**src/rtl/regfile_mp.sv**
```systemverilog
// rtl/regfile_mp.sv - parametrised multi-read-port register file with bypass and clear sweep
// Reads are registered; a sequential sweep zeroes the array after reset or on clr_req.
module regfile_mp #(
  parameter int XLEN     = 32,
  parameter int NREG     = 32,
  parameter int NRD      = 2,
  parameter bit ZERO_REG = 1'b1
) (
  input  logic                            clk,
  input  logic                            rst_n,
  input  logic                            wr_en,
  input  logic [$clog2(NREG)-1:0]         wr_addr,
  input  logic [XLEN-1:0]                 wr_data,
  input  logic [NRD*$clog2(NREG)-1:0]     rd_addr,
  output logic [NRD*XLEN-1:0]             rd_data,
  input  logic                            clr_req,
  output logic                            clr_busy,
  output logic                            clr_done,
  output logic                            wr_drop
);

  localparam int              AW     = $clog2(NREG);
  localparam logic [AW:0]     NREG_W = (AW+1)'(NREG);
  localparam logic [AW-1:0]   LAST   = AW'(NREG-1);

  typedef enum logic {S_CLEAR, S_IDLE} state_t;

  state_t                 state_q, state_d;
  logic [AW-1:0]          cnt_q, cnt_d;
  logic                   wr_drop_q, wr_drop_d;
  logic [NRD*XLEN-1:0]    rd_data_q, rd_data_d;
  logic [XLEN-1:0]        mem_q [NREG];

  logic                   mem_we;
  logic [AW-1:0]          mem_waddr;
  logic [XLEN-1:0]        mem_wdata;
  logic                   busy;
  logic                   wr_in_range;
  logic                   wr_is_zero;
  logic                   wr_accept;

  assign busy        = (state_q == S_CLEAR);
  assign wr_in_range = ({1'b0, wr_addr} < NREG_W);
  assign wr_is_zero  = ZERO_REG && (wr_addr == '0);
  assign wr_accept   = wr_en && !busy && wr_in_range && !wr_is_zero;

  always_ff @(posedge clk or negedge rst_n) begin
    if (!rst_n) begin
      state_q   <= S_CLEAR;
      cnt_q     <= '0;
      wr_drop_q <= 1'b0;
      rd_data_q <= '0;
    end else begin
      state_q   <= state_d;
      cnt_q     <= cnt_d;
      wr_drop_q <= wr_drop_d;
      rd_data_q <= rd_data_d;
    end
  end

  // The array has no reset: the clear sweep is what zeroes it.
  always_ff @(posedge clk) begin
    if (mem_we) begin
      mem_q[mem_waddr] <= mem_wdata;
    end
  end

  always_comb begin
    state_d = state_q;
    cnt_d   = cnt_q;
    case (state_q)
      S_CLEAR: begin
        if (cnt_q == LAST) begin
          state_d = S_IDLE;
          cnt_d   = '0;
        end else begin
          cnt_d = cnt_q + AW'(1);
        end
      end
      S_IDLE: begin
        if (clr_req) begin
          state_d = S_CLEAR;
          cnt_d   = '0;
        end
      end
      default: begin
        state_d = S_CLEAR;
        cnt_d   = '0;
      end
    endcase
  end

  always_comb begin
    logic [AW-1:0] ra;
    ra        = '0;
    clr_done  = busy && (cnt_q == LAST);
    wr_drop_d = wr_en && (busy || !wr_in_range);
    mem_we    = busy || wr_accept;
    mem_waddr = busy ? cnt_q : wr_addr;
    mem_wdata = busy ? '0 : wr_data;
    rd_data_d = '0;
    // Write-first bypass only for writes that actually land in the array.
    for (int k = 0; k < NRD; k++) begin
      ra = rd_addr[k*AW +: AW];
      if (busy || !({1'b0, ra} < NREG_W) || (ZERO_REG && (ra == '0))) begin
        rd_data_d[k*XLEN +: XLEN] = '0;
      end else if (wr_accept && (wr_addr == ra)) begin
        rd_data_d[k*XLEN +: XLEN] = wr_data;
      end else begin
        rd_data_d[k*XLEN +: XLEN] = mem_q[ra];
      end
    end
  end

  assign clr_busy = busy;
  assign wr_drop  = wr_drop_q;
  assign rd_data  = rd_data_q;

endmodule

```
**config.mk**
```make
export PLATFORM = sky130hd
export DESIGN_NAME = regfile_mp
export DESIGN_NICKNAME = d
export VERILOG_FILES = /design/src/rtl/regfile_mp.sv
export SDC_FILE = /design/constraint.sdc
export NUM_CORES = 1
export LEC_CHECK = 0
export CORE_AREA = 3 3 292 294
export CTS_BUF_LIST = sky130_fd_sc_hd__clkbuf_4
export CTS_CLUSTER_SIZE = 12
export DETAILED_ROUTE_END_ITERATION = 16
export DIE_AREA = 0 0 295 297
export DONT_BUFFER_PORTS = 1
export PLACE_DENSITY = 0.8
export SKIP_LAST_GASP = 1
export SLEW_MARGIN = 10
export SYNTH_ARGS = -nofsm -noshare
export SYNTH_HDL_FRONTEND = slang
export SYNTH_SLANG_ARGS = --single-unit
```
**constraint.sdc**
```tcl
create_clock -name clk -period 4.2 [get_ports clk]
set_clock_uncertainty 0.2 [all_clocks]
set_input_delay 1.26 -clock clk [delete_from_list [all_inputs] [get_ports clk]]
set_output_delay 1.26 -clock clk [all_outputs]
set_load 0.02 [all_outputs]
```
# Word-level counts from Yosys, hierarchy flattened

Memories as Yosys holds them, arrays and structs flattened.
Index checks and enable logic that the tools add are counted.

Add/sub/neg operators: 1
Equal/unequal tests: 4
Muxes and demuxes: 14
Bitwise logic cells: 1
Reduce and logical (&&, ||, !) cells: 13

Operator list:

| operator              | count |
|---|---|
| $mux W32              | 5 |
| $logic_not A5 Y1      | 3 |
| $mux W5               | 3 |
| $eq A5 B5 Y1          | 2 |
| $pmux W5 S2           | 1 |
| $logic_and A1 B1 Y1   | 6 |
| $add A5 B1 Y5 const B | 1 |
| $eq A5 B5 Y1 const B  | 1 |
| $mux W1               | 4 |
| $logic_or A1 B1 Y1    | 3 |
| $ne A2 B2 Y1 const B  | 1 |
| $pmux W1 S2           | 1 |
| $logic_not A1 Y1      | 1 |
| $not A1 Y1            | 1 |

Bits in registers: 71
RAM bits: 1024
Input bits: 51
Output and inout port bits: 67
Memories kept: 1

Memories:

| name  | words | width | rd ports | clocked after memory_dff | wr ports | line | text |
|---|---|---|---|---|---|---|---|
| mem_q | 32    | 32    | 2        | 0                        | 1        | 32   | `logic [XLEN-1:0] mem_q [NREG];` |

# Logic depth before layout (Yosys ltp)

Gate-level depths: netlist (run 1).

Depth after elaboration: 6
Mapped depth: 9

# Worst setup path after synthesis (run 1)

OpenSTA, ideal clock, no wires.

Kind: input -> register
Start point: in wr_addr[3]
End point: mem mem_q[10][0], enable pin
Data arrival time: 3.336 ns
Required time: 3.579 ns
Slack: 0.243 ns
Cell stages on the path: 5
Cell sequence: buf_2 > inv_1 > o32ai_1 > nand2_1 > nor2_1

Longest elaborated chain between the ends: 6
Elaborated cells between the ends (all ways): 7

RTL lines:

| element                       | line | text |
|---|---|---|
| start: declaration            | 12   | `input logic [$clog2(NREG)-1:0] wr_addr,` |
| $logic_not A5 Y1              | 44   | `assign wr_is_zero = ZERO_REG && (wr_addr == '0);` |
| $logic_not A1 Y1              | 45   | `assign wr_accept = wr_en && !busy && wr_in_range && !wr_is_zero;` |
| $logic_and A1 B1 Y1           | 45   |  |
| $logic_or A1 B1 Y1            | 98   | `mem_we = busy \|\| wr_accept;` |
| $mux W1                       | 63   | `if (mem_we) begin` |
| $mux W1 (not written as such) | 64   | `mem_q[mem_waddr] <= mem_wdata;` |
| end: declaration              | 32   |  |

Several ways; a longest one is shown, not always the timed one.

# Worst setup path in the final report (run 1)

Start point: reg state_q
End point: out clr_done

Longest elaborated chain between the ends: 2

RTL lines:

| element                  | line | text |
|---|---|---|
| start: declaration       | 28   | `state_t state_q, state_d;` |
| start signal: assignment | 54   | `state_q <= state_d;` |
| $not A1 Y1               | -    |  |
| $logic_and A1 B1 Y1      | 96   | `clr_done = busy && (cnt_q == LAST);` |
| end: declaration         | 18   | `output logic clr_done,` |

Every way passes these cells.

==> results of run 1 <==
-- cells by family (layout without fill, tap and decap cells) --
group | Yosys count | in the layout | synth area share
compound gates | 562 | 562 | 0.0857
other cells | 0 | 8 | 0
xor+xnor | 12 | 12 | 0.00208
fa+ha+maj | 2 | 2 | 0.000496
simple gates | 175 | 175 | 0.0172
mux | 707 | 707 | 0.228
buf+inv | 236 | 585 | 0.0215
flops | 1095 | 1095 | 0.645
-- layer usage --
metal,global-route usage,up-vias,share of wire
li1,-,12400,-
met1,0.435,15900,0.33
met2,0.528,2576,0.47
met3,0.103,572,0.13
met4,0.210,0,0.068
met5,0,-,0
-- power groups by stage --
stage	Clock, uW	Combinational (uW)	Sequential (uW)
floorplan	0	2650	14100
global placement	0	4010	14200
detailed placement	0	4150	14400
CTS	8930	4200	14100
global route	9590	4420	14200
finish	8800	4310	14100
-- Yosys cell counts (48+ instances only) --
cell type	n	share of area
mux4_2	352	0.16
a21oi_1	98	0.0097
edfxtp_1	1024	0.61
o21bai_1	64	0.0095
a221o_1	64	0.013
clkbuf_1	108	0.0080
a22oi_1	97	0.014
nand2_1	48	0.0036
a221oi_1	160	0.028
dfrtp_1	71	0.035
mux2i_1	353	0.070
buf_2	88	0.0087
-- placed cells by master, fill, tap and decap left out, types with 5 or more instances in the layout --
cell type	Yosys	layout
a211oi_1	32	32
o21ai_0	33	33
xnor2_1	10	10
inv_2	1	11
mux4_2	352	352
dfrtp_1	71	70
and2_1	33	32
nor2_4	0	35
o21bai_1	64	64
buf_4	15	64
a221o_1	64	64
dlygate4sd3_1	0	13
mux2i_1	353	353
inv_1	5	5
edfxtp_1	1024	1024
a22oi_1	97	97
clkbuf_4	1	413
clkinv_2	0	7
a21oi_1	98	97
nand2_1	48	48
buf_12	0	27
diode_2	0	8
a221oi_1	160	160
nor2b_1	37	34
clkinv_1	0	41
nor2_1	43	9
-- registers in the layout (all words and copies together), names as in the netlist --
| name | cells |
|---|---|
| mem_q | 1024 |
| state_q | 1 |
| rd_data | 64 |
| wr_drop | 1 |
| cnt_q | 5 |
-- area by class of cell --
class	instances	area [um^2]
fill	5244	27500
clock inverter	60	287
tap	1080	1350
timing repair buffer	106	1190
multi-input combinational	1458	17100
sequential	1095	32500
inverter	6	22.5
antenna	8	20.0
clock buffer	413	3100
-- timing repair --
item,4_1_cts,5_1_grt
hold endpoints to repair,87,0
setup endpoints to repair,0,0
hold buffers,14,0
-- stage by stage --
step	util	total power, uW
6_report	0.669	27300
4_1_cts	0.669	27200
5_1_grt	0.669	28200
3_5_place_dp	0.626	18500
3_3_place_gp	0.626	18200
2_1_floorplan	-	16800
-- critical path, cell delays in order, from the launching register on --
cell     delay [ns]
dfrtp_2        0.77
buf_4          0.47
nor2b_1        0.20
-- path summary, 6_finish.rpt --
check,to,slack [ns]
min in group asynchronous,rd_data[24]$_DFF_PN0_,0.56
max in group asynchronous,rd_data[41]$_DFF_PN0_,2.72
setup / recovery,clr_done,0.22
hold / removal,rd_data[43]$_DFF_PN0_,0.1
setup reg to reg,mem_q[28][8]$_DFFE_PP_,0.77
hold reg to reg,cnt_q[3]$_DFFE_PN0P_,0.45
==> impl_metrics.yaml, run 1 <==
sta:
  slew_headroom: -0.205
  period_share: 0.949
  holdWs_ns: 0.0997
  setup_viol: 0
  tightest_slew_ns: 1.81
  clock.fmax_mhz: 251
  fin_ws_ns: 0.215
  rsz0062_at_grt: "false"
  final.setup.tns_ns: 0
  maxSlewViolCount: 162
  hold_viol_final: 0
  fin_crit_ns: 3.98
grt:
  grt_pass1_wl_um: 217000
  grt_overflow: 0
  grt_max_degree: 293
  track_usage: 0.344
  antenna_found_initial: 5
  grt_pass1_vias: 33100
synth:
  synth-seq-area-share: 0.645
  syn_area_mm2: 0.0504
  avgSynthCellArea_um2: 18.1
  synth-seq-cells: 1095
  postSynthCellCount: 2789
  synthDistinctLibCells: 45
  synth_top_flop_cell: "edfxtp_1"
  synthArstFlopShare: 0.0648
  syn-num-nets: 2842
  ys.warnings.count: 0
  synth_edf_count: 1024
hold_path:
  min_path_type: "in2reg"
  min_path_cells: 1
  min_from: "wr_data[11]"
finish:
  final_cell_count_no_fill: 4226
  finalInstanceArea_mm2: 0.0556
  final_layout_size_suffix_gt1_frac: 0.296
  area_growth_pct: 10.4
  layout.nets: 3009
placed_design:
  gp_congestion: 0.864
  placed_area_mm2: 0.0521
  io_buffers: 0
  hpwl_um: 82300
  pre_cts_ws_ns: 0.403
  dp_cells: 3730
run:
  maxCapViolCount: 0
clock_tree:
  post_cts.resized_instances: 0
  clkLatencyLatePin_ns: 1.13
  cts_buffer_depth: 4
  cts_inserted_buffers: 289
  clkSinkCount: 1095
  cts_tree: "done"
  path_clk_slew_ns: 0.07
  cts_max_level: 5
  cts-root-buf: "clkbuf_4"
  cts_setup_buffers: 0
worst_setup_path:
  r2r_start: "state_q$_DFF_PN0_"
  cp_data_required_time_ns: 2.74
  crit_type: "reg2out"
  reg2regPathDepth: 6
  cp.arrival_ns: 2.52
  end_kind: "output pin"
  cp_max_fo: 27
  crit_start: "state_q$_DFF_PN0_"
  startpoint_type: "flip-flop"
power:
  irDropWorstVdd_uv: 328
  combPwrFrac: 0.158
  p_sw_uw: 7560
  p_per_area_mw_per_mm2: 490
  p_leak_uw: 0.0192
  power_frac_seq: 0.519
  swShare: 0.277
  p_int_uw: 19700
  pwr-share-clk: 0.323
die:
  io_pins: 118
  die_h_um: 297
  start_util: 0.606
  die_area_mm2: 0.0876
  rows: 106
  core_area_mm2: 0.0832
  die_w_um: 295
status:
  violations: "slew limit"
  status: "complete, but fails checks"
routing:
  routed_via_density: 7.46
  vias: 31500
  drt_wl_total_um: 149000
  drtIter0Drc: 4307
  ant_nets: 0
  avgRoutedWirePerCell_um: 35.2
  drc_errors: 0
  dr.pass1.iters: 8
(Power assumes the default switching activity.)
==> run 2: changes to the inputs <==
Settings changed: CTS_CLUSTER_DIAMETER set to 50.
==> run 2 against run 1 <==
The run still ends with slew limit left. Sequential power is essentially flat. Power fell by 11%. Global-route usage fell by 1.0 points. Maximum frequency grew 2.9%. Design area down 3.3%. Critical path type unchanged.
==> impl_metrics.yaml, run 2 (synthesis gave the netlist of run 1 again) <==
grt:
  grt_max_degree: 293
  grt_pass1_vias: 31300
  grt_overflow: 0
  grt_pass1_wl_um: 211000
  track_usage: 0.334
  antenna_found_initial: 6
clock_tree:
  cts_setup_buffers: 0
  cts_max_level: 3
  clkSinkCount: 1095
  path_clk_slew_ns: 0.12
  cts_buffer_depth: 3
  cts-root-buf: "clkbuf_4"
  clkLatencyLatePin_ns: 0.99
  cts_inserted_buffers: 110
  cts_tree: "done"
sta:
  clock.fmax_mhz: 258
  holdWs_ns: 0.168
  setup_viol: 0
  rsz0062_at_grt: "false"
  tightest_slew_ns: 1.76
  final.setup.tns_ns: 0
  period_share: 0.922
  hold_viol_final: 0
  fin_crit_ns: 3.87
  maxSlewViolCount: 92
  slew_headroom: -0.175
die:
  rows: 106
  die_h_um: 297
  io_pins: 118
  core_area_mm2: 0.0832
  start_util: 0.606
  die_w_um: 295
  die_area_mm2: 0.0876
placed_design:
  hpwl_um: 82300
  gp_congestion: 0.864
  dp_cells: 3730
  io_buffers: 0
finish:
  fillers: 5380
  seqCellArea_mm2: 0.0325
  final_layout_size_suffix_gt1_frac: 0.243
  mostFrequentLayoutCell: "edfxtp_1"
  largest_register_ffs: 1024
  layout_common_cells: "edfxtp_1 (1024), mux2i_1 (353), mux4_2 (352)"
  layout.nets: 2817
  regMostFlops: "mem_q"
  area_growth_pct: 6.71
  multi_input_area_mm2: 0.0171
  final_cell_count_no_fill: 3942
hold_path:
  min_path_type: "in2reg"
  min_from: "clr_req"
  min_path_cells: 1
  min_to: "cnt_q[4]$_DFFE_PN0P_"
worst_setup_path:
  reg2regPathDepth: 6
  end_kind: "output pin"
  r2r_setup_slack_ns: 0.74
  crit_type: "reg2out"
  startpoint_type: "flip-flop"
  reg2reg_to: "mem_q[28][13]$_DFFE_PP_"
  r2r_start: "state_q$_DFF_PN0_"
  cp_max_fo: 27
  cp_data_required_time_ns: 2.74
  cp.arrival_ns: 2.41
status:
  status: "complete, but fails checks"
  violations: "slew limit"
routing:
  drc_errors: 0
  routed_via_density: 7.70
  drtIter0Drc: 4447
  drt_wl_total_um: 145000
  dr.pass1.iters: 7
  vias: 30400
  avgRoutedWirePerCell_um: 36.9
  ant_nets: 0
power:
  swShare: 0.281
  p_int_uw: 17500
  p_leak_uw: 0.0181
  p_sw_uw: 6840
  p_per_area_mw_per_mm2: 452
  power_frac_seq: 0.580
  irDropWorstVdd_uv: 316
  pwr-share-clk: 0.244
  combPwrFrac: 0.176
run:
  maxCapViolCount: 0
==> run 2: cell type report <==
| class | count | share of cell area |
|---|---|---|
| well taps | 1080 | 0.0251 |
| diodes | 2 | 0.0000930 |
| clock buffers | 173 | 0.0241 |
| multi-input cells | 1458 | 0.318 |
| flip-flops and latches | 1095 | 0.605 |
| inverters | 6 | 0.000419 |
| repair buffers | 93 | 0.0197 |
| clock inverters | 35 | 0.00747 |
==> run 2: layer usage <==
| layer | share of wire | global-route usage | wire (um) |
|---|---|---|---|
| met1 | 0.34 | 0.439 | 49300 |
| met2 | 0.47 | 0.521 | 68900 |
| met3 | 0.12 | 0.0776 | 17500 |
| met4 | 0.066 | 0.186 | 9520 |
| met5 | 0.00020 | 0 | 29 |
==> run 2: worst max-delay path: stages (launching register included) <==
cell	delay [ns]
dfrtp_2	0.79
buf_4	0.46
nor2b_1	0.20
==> run 2: repair_timing <==
| action | 4_1_cts | 5_1_grt |
|---|---|---|
| endpoints found under the hold margin | 71 | 0 |
| gates resized for setup | 0 | 0 |
| hold buffers | 2 | 0 |
==> run 2: power groups by stage <==
stage / logic, uW / clock network [uW] / registers [uW]
2_1_floorplan: 2650 / 0 / 14100
3_3_place_gp: 4010 / 0 / 14200
3_5_place_dp: 4150 / 0 / 14400
4_1_cts: 4180 / 5990 / 14100
5_1_grt: 4400 / 6430 / 14200
6_report: 4280 / 5940 / 14100
==> run 2: how the worst max path moves through the flow <==
stage | startpoint | to | slack (ns) | cells past startpoint
after floorplan | wr_addr[3] | mem_q[10][0]$_DFFE_PP_ | 0.24 | 5
after global placement | wr_addr[0] | mem_q[28][10]$_DFFE_PP_ | 0.39 | 7
after detailed placement | wr_addr[0] | mem_q[28][8]$_DFFE_PP_ | 0.40 | 7
after CTS | cnt_q[0]$_DFFE_PN0P_ | clr_done | 0.25 | 4
after global routing | cnt_q[0]$_DFFE_PN0P_ | clr_done | 0.19 | 4
final | state_q$_DFF_PN0_ | clr_done | 0.33 | 2
==> run 2: stage by stage <==
stage / utilization / setup WS (ns) / area [um^2] / total power (uW)
after global routing: 0.647 / 0.188 / 53800 / 25000
after floorplan: - / 0.243 / 50400 / 16800
after CTS: 0.647 / 0.253 / 53800 / 24300
after detailed placement: 0.626 / 0.403 / 52100 / 18500
final: 0.647 / 0.329 / 53800 / 24300
after global placement: 0.626 / 0.392 / 52100 / 18200
